--- src/rtl/disp_pkg.sv ---
// Shared types and helpers for the display scan controller: scan state encoding,
// default timing constants, counter sizing and digit-strobe decoding.
package disp_pkg;

    typedef enum logic [1:0] {
        ST_IDLE  = 2'd0,
        ST_SETUP = 2'd1,
        ST_SHOW  = 2'd2,
        ST_BLANK = 2'd3
    } scan_state_t;

    localparam int DEF_NUM_NIBBLES  = 4;
    localparam int DEF_DWELL_CYCLES = 1000;
    localparam int DEF_BLANK_CYCLES = 16;
    localparam int MAX_NIBBLES      = 32;

    // Width of a down-counter that must hold the longer of the two phase loads.
    function automatic int cnt_width(input int dwell, input int blank);
        int m;
        m = (dwell > blank) ? dwell : blank;
        return $clog2(m + 1);
    endfunction

    function automatic logic [MAX_NIBBLES-1:0] onehot(input int idx);
        logic [MAX_NIBBLES-1:0] one;
        one = 1;
        return one << idx;
    endfunction

endpackage

--- src/rtl/scan_timer.sv ---
// Loadable down-counter with a zero flag; times both the SHOW dwell and the BLANK gap.
module scan_timer #(
    parameter int W = 4
) (
    input  logic         clk,
    input  logic         rst_n,
    input  logic         load,
    input  logic [W-1:0] load_val,
    output logic         zero
);

    logic [W-1:0] cnt;

    always_ff @(posedge clk) begin
        if (!rst_n) begin
            cnt <= '0;
        end else if (load) begin
            cnt <= load_val;
        end else if (cnt != '0) begin
            cnt <= cnt - W'(1);
        end
    end

    assign zero = (cnt == '0);

endmodule

--- src/rtl/disp_scan_ctrl.sv ---
// Time-multiplexed display scan controller sharing one external nibble-to-BCD decoder.
// Optional build macro LEADING_ZERO_BLANK_EN suppresses leading zero digits.
module disp_scan_ctrl
    import disp_pkg::*;
#(
    parameter int NUM_NIBBLES  = DEF_NUM_NIBBLES,
    parameter int DWELL_CYCLES = DEF_DWELL_CYCLES,
    parameter int BLANK_CYCLES = DEF_BLANK_CYCLES
) (
    input  logic                     clk,
    input  logic                     rst_n,
    input  logic                     enable,
    input  logic                     upd_valid,
    output logic                     upd_ready,
    input  logic [4*NUM_NIBBLES-1:0] upd_data,
    output logic [3:0]               dec_bin,
    input  logic [7:0]               dec_bcd,
    output logic [NUM_NIBBLES-1:0]   digit_sel,
    output logic [7:0]               seg_bcd,
    output logic                     frame_done,
    output logic [1:0]               dbg_state
);

    localparam int CNT_W = cnt_width(DWELL_CYCLES, BLANK_CYCLES);
    localparam int IDX_W = (NUM_NIBBLES > 1) ? $clog2(NUM_NIBBLES) : 1;
    localparam logic [IDX_W-1:0] IDX_LAST   = IDX_W'(NUM_NIBBLES - 1);
    localparam logic [CNT_W-1:0] DWELL_LOAD = CNT_W'(DWELL_CYCLES - 1);
    localparam logic [CNT_W-1:0] BLANK_LOAD = (BLANK_CYCLES > 0) ? CNT_W'(BLANK_CYCLES - 1) : '0;

    // Update handshake: a word transfers on any cycle where upd_valid && upd_ready.
    // upd_ready depends only on the pending buffer, never on upd_valid.

    scan_state_t state, state_next;

    logic [IDX_W-1:0]         idx, idx_dec;
    logic [4*NUM_NIBBLES-1:0] pending, shadow, shadow_next;
    logic                     pending_full;

    logic             start, setup_exit, blank_enter, next_digit, abort;
    logic             tmr_load, tmr_zero;
    logic [CNT_W-1:0] tmr_val;
    logic             frame_boundary, transfer, suppress;
    logic [3:0]       msb_nib, lower_nib;

    scan_timer #(.W(CNT_W)) u_timer (
        .clk      (clk),
        .rst_n    (rst_n),
        .load     (tmr_load),
        .load_val (tmr_val),
        .zero     (tmr_zero)
    );

    always_ff @(posedge clk) begin
        if (!rst_n) begin
            state <= ST_IDLE;
        end else begin
            state <= state_next;
        end
    end

    always_comb begin
        state_next  = state;
        start       = 1'b0;
        setup_exit  = 1'b0;
        blank_enter = 1'b0;
        next_digit  = 1'b0;
        abort       = 1'b0;
        tmr_load    = 1'b0;
        tmr_val     = '0;
        if (state != ST_IDLE && !enable) begin
            state_next = ST_IDLE;
            abort      = 1'b1;
        end else begin
            case (state)
                ST_IDLE: begin
                    if (enable) begin
                        state_next = ST_SETUP;
                        start      = 1'b1;
                    end
                end
                ST_SETUP: begin
                    state_next = ST_SHOW;
                    setup_exit = 1'b1;
                    tmr_load   = 1'b1;
                    tmr_val    = DWELL_LOAD;
                end
                ST_SHOW: begin
                    if (tmr_zero) begin
                        if (BLANK_CYCLES > 0) begin
                            state_next  = ST_BLANK;
                            blank_enter = 1'b1;
                            tmr_load    = 1'b1;
                            tmr_val     = BLANK_LOAD;
                        end else begin
                            state_next = ST_SETUP;
                            next_digit = 1'b1;
                        end
                    end
                end
                ST_BLANK: begin
                    if (tmr_zero) begin
                        state_next = ST_SETUP;
                        next_digit = 1'b1;
                    end
                end
                default: state_next = ST_IDLE;
            endcase
        end
    end

    assign dbg_state      = state;
    assign upd_ready      = !pending_full;
    assign frame_boundary = next_digit && (idx == '0);
    // Shadow only changes between frames, so a displayed frame never mixes two words.
    assign transfer       = pending_full && ((state == ST_IDLE) || frame_boundary);
    assign shadow_next    = transfer ? pending : shadow;
    assign msb_nib        = shadow_next[4*NUM_NIBBLES-1 -: 4];
    assign idx_dec        = (idx == '0) ? '0 : idx - IDX_W'(1);
    assign lower_nib      = 4'(shadow >> (4 * int'(idx_dec)));

`ifdef LEADING_ZERO_BLANK_EN
    // A digit is dark when it and every more-significant nibble are zero; digit 0 always shows.
    assign suppress = (idx != '0) && ((shadow >> (4 * int'(idx))) == '0);
`else
    assign suppress = 1'b0;
`endif

    always_ff @(posedge clk) begin
        if (!rst_n) begin
            idx          <= IDX_LAST;
            dec_bin      <= '0;
            seg_bcd      <= '0;
            digit_sel    <= '0;
            frame_done   <= 1'b0;
            shadow       <= '0;
            pending      <= '0;
            pending_full <= 1'b0;
        end else begin
            if (upd_valid && upd_ready) begin
                pending      <= upd_data;
                pending_full <= 1'b1;
            end
            if (transfer) begin
                shadow       <= pending;
                pending_full <= 1'b0;
            end
            frame_done <= frame_boundary;
            if (abort) begin
                digit_sel <= '0;
                idx       <= IDX_LAST;
            end
            if (start) begin
                idx     <= IDX_LAST;
                dec_bin <= msb_nib;
            end
            if (setup_exit) begin
                seg_bcd   <= suppress ? 8'h00 : dec_bcd;
                digit_sel <= suppress ? '0 : NUM_NIBBLES'(onehot(int'(idx)));
            end
            if (blank_enter) begin
                digit_sel <= '0;
            end
            if (next_digit) begin
                digit_sel <= '0;
                if (idx == '0) begin
                    idx     <= IDX_LAST;
                    dec_bin <= msb_nib;
                end else begin
                    idx     <= idx_dec;
                    dec_bin <= lower_nib;
                end
            end
        end
    end

endmodule

--- config.mk ---
export PLATFORM = sky130hd
export DESIGN_NAME = disp_scan_ctrl
export DESIGN_NICKNAME = d
export VERILOG_FILES = /design/src/rtl/disp_pkg.sv /design/src/rtl/scan_timer.sv /design/src/rtl/disp_scan_ctrl.sv
export SDC_FILE = /design/constraint.sdc
export NUM_CORES = 1
export LEC_CHECK = 0
export CAP_MARGIN = 5
export CORE_MARGIN = 1.5
export CORE_UTILIZATION = 48
export CTS_CLUSTER_DIAMETER = 150
export DETAILED_ROUTE_END_ITERATION = 6
export PLACE_DENSITY = 0.75
export SLEW_MARGIN = 20
export SYNTH_ARGS = -nofsm -noshare
export SYNTH_HDL_FRONTEND = slang
export SYNTH_SLANG_ARGS = --single-unit
export TNS_END_PERCENT = 30
--- constraint.sdc ---
create_clock -name clk -period 2 [get_ports clk]
set_clock_uncertainty 0.15 [all_clocks]
set_input_delay 0.3 -clock clk [delete_from_list [all_inputs] [get_ports clk]]
set_output_delay 0.3 -clock clk [all_outputs]
set_load 0.01 [all_outputs]
==> impl_metrics.yaml <==
synthesis:
  synth_top_area_cell: "dfxtp_1"
  synthTopCellsByArea: "dfxtp_1 (41%), nand2_1 (11%), a21boi_0 (6.3%)"
  synth_seq_cells: 64
  synth_most_common_cell: "nand2_1"
  yosys_most_used_dff: "dfxtp_1"
  synth_commonest_cells: "nand2_1 (94), dfxtp_1 (64), a21boi_0 (26)"
  yosysWarnings: 0
  postSynthCellCount: 348
  synth.avg_cell_area_sq_um: 8.91
  netlist_area_sq_um: 3100
  yosysTopAreaCellShare: 0.413
  synth_edf_count: 0
  yosysUniqueCellTypes: 47
  seq_area_frac_synth: 0.413
  ys_async_sr_fraction: 0
  syn_nets: 389
floorplan:
  die-area_sq_um: 6950
  core-area_sq_um: 6280
  io_pins: 48
  die_x_um: 83.4
  fp.dieH_um: 83.4
  initial_core_util: 0.494
  std_cell_rows: 29
pwr:
  power_frac_clock: 0.227
  p_leak_nw: 1.58
  power_mw: 4.51
  comb_power_share: 0.416
  p_sw_frac: 0.339
  p_per_area_nw_per_um2: 1100
  ir_drop_v: 0.000737
  seqPwrFrac: 0.357
  p_switching_mw: 1.53
  power.internal_mw: 2.98
worst_setup_path:
  critical_path.startpoint_type: "register"
  critPathRequiredTime_ns: 2.12
  slowest_delay_ns: 0.59
  crit_path_end_kind: "register"
  cpMaxStageDelayCell: "or4_4"
  cp_max_fo: 8
  arrival_ns: 2.12
  worst-setup-path-type: "reg -> reg"
  cp_cell_sequence: "or4_4 > nor4_4 > o21a_2 > clkbuf_16 > mux2i_1"
  crit_family: "simple AND/OR/NAND/NOR gates"
  path_buf_inv: 1
global_routing:
  overflow: 0
  grt_pass1_vias: 2478
  grt_antenna_before_repair: 0
  grt_start_max_net_pins: 32
  grt_util_all_layers: 0.202
  grt_pass1_wl_um: 11300
hold_path:
  hp-class: "in -> reg"
detailed_routing:
  drc: 0
  finalWirelength_um: 6750
  drtAntennaViolNets: 0
  drt_iter0_drc: 103
  vias: 2652
  wl_per_cell_um: 13.5
  via_per_inst: 5.29
  drt_first_pass_iters: 4
cells_and_area:
  stdcell_area_sq_um: 4090
  layout-drive-gt1-share: 0.198
  postLayoutCoreUtil: 0.651
  n_antenna_cell: 0
  layoutNonFillerInstCount: 501
  syn2layout_area_growth_pct: 31.9
  fill_cells: 532
  nets: 462
clock_tree:
  clkTransAtPathRegs_ns: 0.07
  clock_latency_ns: 0.34
  cts_tree: "done"
  clock_path_buffers: 2
  htreeDepth: 3
  cts_root_buf: "clkbuf_8"
  numCtsBuffers: 9
  cts.sinks: 64
sta:
  setup_violations: 0
  final_max_slew_viol_count: 0
  tightest_slew_ns: 0.525
  fin_crit_ns: 2.00
  timing.final.crit_share: 0.998
  hold_viol: 0
  rsz0062_at_grt: "yes"
  clock.fmax_ghz: 0.501
  setup_tns_ns: 0
  slew_headroom: 0.650
job:
  drv_cap: 0
place:
  finalWeightedCongestion: 0.788
  place_area_sq_um: 3830
  port_buffers: 47
  dpl.hpwl_um: 4870
  dp_cells: 486
status:
  status: "finished, final reports clean"
power groups by stage:
stage	combinational, mW	clock (mW)	sequential, mW
4_1_cts	1.79	1.05	1.59
5_1_grt	2.07	1.11	1.63
6_report	1.88	1.02	1.61
3_5_place_dp	1.76	0	1.62
3_3_place_gp	1.70	0	1.61
2_1_floorplan	1.07	0	1.64
per-layer routing:
layer	vias up	track usage	part of all wire
met2	55	0.324	0.47
met5	-	0	0
li1	1342	-	-
met1	1247	0.261	0.47
met4	0	0.0848	0.017
met3	8	0.0477	0.038
cell type report:
cell class | count | area, sq um | share of cell area
well taps | 77 | 96.3 | 0.0236
flip-flops and latches | 64 | 1290 | 0.315
clock buffers | 9 | 124 | 0.0303
inverters | 9 | 33.8 | 0.00826
clock inverters | 5 | 50.0 | 0.0122
multi-input cells | 254 | 1730 | 0.424
repair buffers | 83 | 766 | 0.187
kinds of logic after synthesis:
kind of cell | synth area share
compound gates | 0.142
xor+xnor | 0.00848
fa+ha+maj | 0.0525
buf+inv | 0.0468
flops | 0.413
mux | 0.120
simple gates | 0.217
repair_timing:
action | CTS | global route
setup endpoints to repair | 21 | 39
hold buffers | 0 | 0
gates resized for setup | 4 | 14
gates cloned | 0 | 1
pin swaps | 1 | 2
buffers inserted | 0 | 0
layout by cell type (no fill, tap or decap), types with 7 or more instances in the layout:
cell type	Yosys	routed
o21ai_0	11	10
nand2_1	94	93
buf_4	1	34
clkbuf_8	0	9
a21boi_0	26	26
clkdlybuf4s50_1	0	46
ha_1	13	12
dfxtp_1	64	60
nand3_1	7	7
mux2i_1	18	18
inv_1	9	7
nor2_1	11	11
mux2_2	9	9
worst paths after layout:
check | startpoint | to | slack [ns] | cells after the start
worst max-delay path | u_timer.cnt[4] | shadow[10] | 0.005 | 5
worst min-delay path | rst_n | idx[0] | 0.27 | 2
worst max register to register | u_timer.cnt[4] | shadow[10] | 0.005 | 5
worst min register to register | shadow[11] | shadow[11] | 0.31 | 2
registers in the layout, summed over array words and instances (netlist names):
name and cells:
dbg_state 2, dec_bin 4, digit_sel 4, frame_done 1
idx 2, pending 16, pending_full 1, seg_bcd 8
shadow 16, u_timer.cnt 10
stage by stage:
stage | hold WS [ns] | setup WS, ns
finish | 0.271 | 0.00459
detailed placement | 0.296 | -0.121
floorplan | 0.282 | -0.0480
global route | 0.293 | -0.0963
global placement | 0.291 | -0.0559
CTS | 0.254 | -0.0236
No activity file was read; power rests on OpenSTA's default activity.
